$ cat src/rtl/prbs_pkg.sv
// Shared types and default PRBS7 constants for the XNOR pattern generator.
package prbs_pkg;

  typedef enum logic [1:0] {
    IDLE = 2'd0,
    RUN  = 2'd1,
    DONE = 2'd2
  } prbs_state_e;

  localparam int         PRBS7_LEN    = 7;
  localparam int         PRBS7_TAP_A  = 6;
  localparam int         PRBS7_TAP_B  = 5;
  // XNOR feedback never leaves the all-ones state.
  localparam logic [6:0] PRBS7_LOCKUP = 7'h7F;

endpackage

$ cat src/rtl/prbs_xnor_step.sv
// Combinational advance of an XNOR-feedback LFSR by LANES steps.
// bits[0] is the bit shifted out by the first (earliest) step.
module prbs_xnor_step #(
  parameter int LANES = 2,
  parameter int LEN   = 7,
  parameter int TAP_A = 6,
  parameter int TAP_B = 5
) (
  input  logic [LEN-1:0]   lfsr_in,
  output logic [LEN-1:0]   lfsr_out,
  output logic [LANES-1:0] bits
);

  // Unrolled shift chain, one iteration per emitted lane.
  always_comb begin
    logic [LEN-1:0] st_s;
    st_s = lfsr_in;
    bits = '0;
    for (int i = 0; i < LANES; i++) begin
      bits[i] = st_s[LEN-1];
      st_s    = {st_s[LEN-2:0], ~(st_s[TAP_A] ^ st_s[TAP_B])};
    end
    lfsr_out = st_s;
  end

endmodule

$ cat src/rtl/prbs_xnor_gen.sv
// Burst PRBS transmitter over valid/ready using an XNOR LFSR.
// Optional PRBS_ERR_INJ_EN adds err_inj to flip lane0 of the following beat.
module prbs_xnor_gen
  import prbs_pkg::*;
#(
  parameter int LANES   = 2,
  parameter int LEN     = PRBS7_LEN,
  parameter int TAP_A   = PRBS7_TAP_A,
  parameter int TAP_B   = PRBS7_TAP_B,
  parameter int BURST_W = 8
) (
  input  logic               CLKIN,
  input  logic               RESETN,
  input  logic               start,
  input  logic               seed_load,
  input  logic [LEN-1:0]     seed,
  input  logic [BURST_W-1:0] burst_len,
  input  logic               out_ready,
`ifdef PRBS_ERR_INJ_EN
  input  logic               err_inj,
`endif
  output logic               out_valid,
  output logic [LANES-1:0]   out_data,
  output logic               busy,
  output logic               done
);

  localparam logic [LEN-1:0]     LOCKUP    = {LEN{1'b1}};
  localparam logic [BURST_W-1:0] COUNT_ONE = BURST_W'(1);

  prbs_state_e        state_r, state_nxt_s;
  logic [LEN-1:0]     lfsr_r, lfsr_nxt_s;
  logic [BURST_W-1:0] count_r, count_nxt_s;
  logic               valid_r, valid_nxt_s;
  logic [LANES-1:0]   data_r, data_nxt_s;
  logic               busy_r, done_r, done_nxt_s;

  logic [LEN-1:0]     seed_fix_s, step_in_s, step_lfsr_s;
  logic [LANES-1:0]   step_bits_s, inj_mask_s;

  assign seed_fix_s = (seed == LOCKUP) ? '0 : seed;
  // A seed loaded together with start must feed the first beat.
  assign step_in_s  = ((state_r == IDLE) && seed_load) ? seed_fix_s : lfsr_r;

`ifdef PRBS_ERR_INJ_EN
  assign inj_mask_s = LANES'(err_inj);
`else
  assign inj_mask_s = '0;
`endif

  prbs_xnor_step #(
    .LANES (LANES),
    .LEN   (LEN),
    .TAP_A (TAP_A),
    .TAP_B (TAP_B)
  ) u_step (
    .lfsr_in  (step_in_s),
    .lfsr_out (step_lfsr_s),
    .bits     (step_bits_s)
  );

  // Next-state and next-output logic for the burst FSM.
  always_comb begin
    state_nxt_s = state_r;
    lfsr_nxt_s  = lfsr_r;
    count_nxt_s = count_r;
    valid_nxt_s = valid_r;
    data_nxt_s  = data_r;
    done_nxt_s  = 1'b0;
    case (state_r)
      IDLE: begin
        if (seed_load) begin
          lfsr_nxt_s = seed_fix_s;
        end else begin
          lfsr_nxt_s = lfsr_r;
        end
        if (start) begin
          count_nxt_s = burst_len;
          if (burst_len == '0) begin
            state_nxt_s = DONE;
            done_nxt_s  = 1'b1;
          end else begin
            state_nxt_s = RUN;
            valid_nxt_s = 1'b1;
            data_nxt_s  = step_bits_s;
            lfsr_nxt_s  = step_lfsr_s;
          end
        end else begin
          count_nxt_s = count_r;
        end
      end
      RUN: begin
        if (valid_r && out_ready) begin
          count_nxt_s = count_r - COUNT_ONE;
          // The last beat leaves lfsr untouched so the next burst continues the sequence.
          if (count_r == COUNT_ONE) begin
            state_nxt_s = DONE;
            valid_nxt_s = 1'b0;
            done_nxt_s  = 1'b1;
          end else begin
            data_nxt_s  = step_bits_s ^ inj_mask_s;
            lfsr_nxt_s  = step_lfsr_s;
          end
        end else begin
          valid_nxt_s = valid_r;
        end
      end
      DONE: begin
        state_nxt_s = IDLE;
      end
      default: begin
        state_nxt_s = IDLE;
        valid_nxt_s = 1'b0;
      end
    endcase
  end

  // State, counter and output registers.
  always_ff @(posedge CLKIN or negedge RESETN) begin
    if (!RESETN) begin
      state_r <= IDLE;
      lfsr_r  <= '0;
      count_r <= '0;
      valid_r <= 1'b0;
      data_r  <= '0;
      busy_r  <= 1'b0;
      done_r  <= 1'b0;
    end else begin
      state_r <= state_nxt_s;
      lfsr_r  <= lfsr_nxt_s;
      count_r <= count_nxt_s;
      valid_r <= valid_nxt_s;
      data_r  <= data_nxt_s;
      busy_r  <= (state_nxt_s == RUN);
      done_r  <= done_nxt_s;
    end
  end

  assign out_valid = valid_r;
  assign out_data  = data_r;
  assign busy      = busy_r;
  assign done      = done_r;

endmodule
$ cat config.mk
export PLATFORM = sky130hd
export DESIGN_NAME = prbs_xnor_gen
export DESIGN_NICKNAME = d
export VERILOG_FILES = /design/src/rtl/prbs_pkg.sv /design/src/rtl/prbs_xnor_step.sv /design/src/rtl/prbs_xnor_gen.sv
export SDC_FILE = /design/constraint.sdc
export NUM_CORES = 1
export LEC_CHECK = 0
export CELL_PAD_IN_SITES_DETAIL_PLACEMENT = 1
export CELL_PAD_IN_SITES_GLOBAL_PLACEMENT = 1
export CORE_UTILIZATION = 40
export CTS_BUF_LIST = sky130_fd_sc_hd__clkbuf_4
export DETAILED_ROUTE_END_ITERATION = 8
export PLACE_DENSITY_LB_ADDON = 0.08
export SLEW_MARGIN = 0
export SYNTH_ARGS = -nofsm -noshare
export SYNTH_HDL_FRONTEND = slang
export SYNTH_SLANG_ARGS = --single-unit
$ cat constraint.sdc
create_clock -name CLKIN -period 2.1 [get_ports CLKIN]
set_input_delay 0.42 -clock CLKIN [delete_from_list [all_inputs] [get_ports CLKIN]]
set_output_delay 0.42 -clock CLKIN [all_outputs]
set_load 0.01 [all_outputs]
==> flow_summary.toml <==
[sta]
period_share_pct = 96.4
worst_pin_slew_ns = 0.357
fmax_mhz = 494
rsz0062_at_grt = "no"
maxSlewHeadroom_pct = 76.2
drv_slew = 0
setup_viol = 0
finalClockSkew_ns = 0.00544
tns_ns = 0
fin_crit_ns = 2.02
hold_violations = 0

[layout]
drive_above_1_share_pct = 19.5
fin_area_mm2 = 0.00193
syn_to_final_growth_pct = 35.1
n_antenna_cell = 0
n_fill_cell = 398
nets = 229

[logic_synthesis]
synthArstFlopShare_pct = 100
synthesis.area_mm2 = 0.00143
syn_inst = 157
yosys_warnings = 0
seq_area_frac_synth_pct = 38.5
synth_cell_types = 53
synthFlopType = "dfrtp_1"
ys_top_cells_by_count = "22 x dfrtp_1, 13 x nand2_1, 12 x a21oi_1, 10 x nor2_1, 10 x o21ai_0"
synth_top_area_share_pct = 38.5
syn_avg_cell_area_um2 = 9.12
ys_ff_latch = 22
yosys-top-cells-area = "dfrtp_1 38%, a221o_1 4.9%, a21oi_1 4.2%"
synth_nets = 179
synth_edf_count = 0
synth.most_common_cell = "dfrtp_1"
synth_largest_area_cell = "dfrtp_1"

[cts]
cts_buffers = 3
hold_buffers = 0
clock-sinks = 22
clockBufferDepth = 2
h-tree-depth = 1
post_cts_buffers = 0
cts_resized = 0
clk_pin_slew_ns = 0.12
insertion_delay_ns = 0.32
clock-root-buffer = "clkbuf_4"
cts_tree = "done"

[detailed_routing]
drc_errors = 0
viasPerCell = 5.95
antenna_left = 0
vias = 1494
dr.pass1.iters = 4
wl_per_cell_um = 18.6
drt-initial-drc-count = 150
routed_wl_um = 4670

[power_and_ir_drop]
power_leakage_nw = 0.829
total_power_w = 0.000818
power_per_cell_area_mw_per_mm2 = 423
peakVddDrop_v = 0.000273

[global_route]
overflow = 0
grt_pass1_vias = 1523
grt_max_degree = 23
antenna_found_initial = 0
grt_first_pass_wirelength_um = 7420
grt_use_total_pct = 27.8

[placed_design]
dpl_cell_area_mm2 = 0.00191
place_hpwl_um = 3630
gp_congestion = 0.813
port_buffers = 24

[setup_path]
start_kind = "input port"
path_max_fanout = 6
end_kind = "flip-flop"
worst_ep_required_time_ns = 2.31
arrival_ns = 2.24
crit_start = "burst_len[6]"
path_class = "in2reg"
r2r-end = "lfsr_r[5]$_DFFE_PN0P_"
endpoint = "lfsr_r[0]$_DFFE_PN0P_"
r2r_setup_slack_ns = 0.19
r2r_start = "state_r[0]$_DFF_PN0_"
rr_worst_depth = 6

[run]
maxCapViolCount = 0

[status]
outcome = "complete, no violations"

[die]
fp.dieH_um = 61.8
boundaryPins = 25
dieWidth_um = 61.8
core_mm2 = 0.00339
die_area_mm2 = 0.00382
initial_utilization_pct = 42.2
rows = 21

[worst_hold_path]
hold_path_class = "in2async"
[report_power, final]
group          total [W]  internal (W)  switching (W)
Combinational   0.000166     0.0000928      0.0000730
Clock           0.000201     0.0000673       0.000133
Sequential      0.000451      0.000438      0.0000134
Total           0.000818      0.000598       0.000220
[cell usage in the layout, fill, tap and decap left out, types with 2 or more instances in the layout]
cell | Yosys | final
nand3_1 | 4 | 4
a31o_2 | 2 | 2
o21ai_0 | 10 | 10
buf_4 | 1 | 29
clkdlybuf4s50_1 | 0 | 24
dfrtp_1 | 22 | 22
mux2_2 | 2 | 2
ha_1 | 2 | 2
xnor2_1 | 2 | 2
a221o_1 | 7 | 7
nor3b_1 | 3 | 3
a22oi_1 | 3 | 3
xor2_1 | 2 | 2
o21bai_1 | 2 | 2
nand2_1 | 13 | 13
clkbuf_4 | 0 | 3
inv_1 | 6 | 6
nor3_1 | 3 | 3
and3_1 | 4 | 4
nand4_1 | 2 | 2
nor2_1 | 10 | 10
a22o_1 | 4 | 4
nand2b_1 | 2 | 2
o2bb2ai_1 | 2 | 2
a211oi_1 | 2 | 2
a21o_1 | 2 | 2
a21oi_1 | 12 | 12
[how the worst min path moves through the flow]
| stage | cells after the start | endpoint |
|---|---|---|
| 2_1_floorplan | 0 | busy$_DFF_PN0_ |
| 3_5_place_dp | 1 | out_data[0]$_DFFE_PN0P_ |
| 5_1_grt | 2 | count_r[0]$_DFFE_PN0P_ |
| 4_1_cts | 2 | count_r[6]$_DFFE_PN0P_ |
| 3_3_place_gp | 1 | out_data[0]$_DFFE_PN0P_ |
| 6_report | 2 | count_r[6]$_DFFE_PN0P_ |
[sequential cells by signal, summed over array words and instances (netlist names)]
signal	count
busy	1
count_r	8
done	1
lfsr_r	7
out_data	2
out_valid	1
state_r	2
[kinds of logic (layout without fill, tap and decap cells)]
kind of cell	after synthesis	after routing	synth area share (%)
AO/OA/AOI/OAI	60	60	31.2
XOR/XNOR	4	4	2.45
adder cells (fa/ha/maj)	2	2	1.75
buffers and inverters	14	62	4.11
flip-flops	22	22	38.5
multiplexers	3	3	2.27
AND/OR/NAND/NOR	52	52	19.8
[metrics by stage]
stage	std cells	utilization (%)	hold slack, ns	setup WS (ns)
after global routing	251	57.0	0.482	0.00442
after CTS	251	57.0	0.449	0.0759
after global placement	248	56.4	0.493	-0.146
final	251	57.0	0.445	0.0763
after detailed placement	248	56.4	0.503	-0.218
after floorplan	157	-	0.124	0.304
[cell type report]
class	count	area [µm²]	share of cell area [%]
tap	46	57.6	2.98
sequential	22	551	28.5
clock buffer	3	22.5	1.17
timing repair buffer	53	458	23.7
multi-input combinational	121	822	42.5
inverter	6	22.5	1.17
[per-layer routing]
| layer | track usage, % | wire length, µm | vias to the layer above |
|---|---|---|---|
| met1 | 38.2 | 2130 | 733 |
| met3 | 3.73 | 183 | 11 |
| met4 | 9.84 | 103 | 0 |
| li1 | - | - | 706 |
| met2 | 45.0 | 2250 | 44 |
| met5 | 0 | 0 | - |
[worst max-delay path, cell delays in order]
cell	delay (ns)
clkdlybuf4s50_1	0.42
or4_1	0.63
o21bai_1	0.28
a21oi_2	0.16
a221o_1	0.33
No activity file was read; power rests on OpenSTA's default activity.
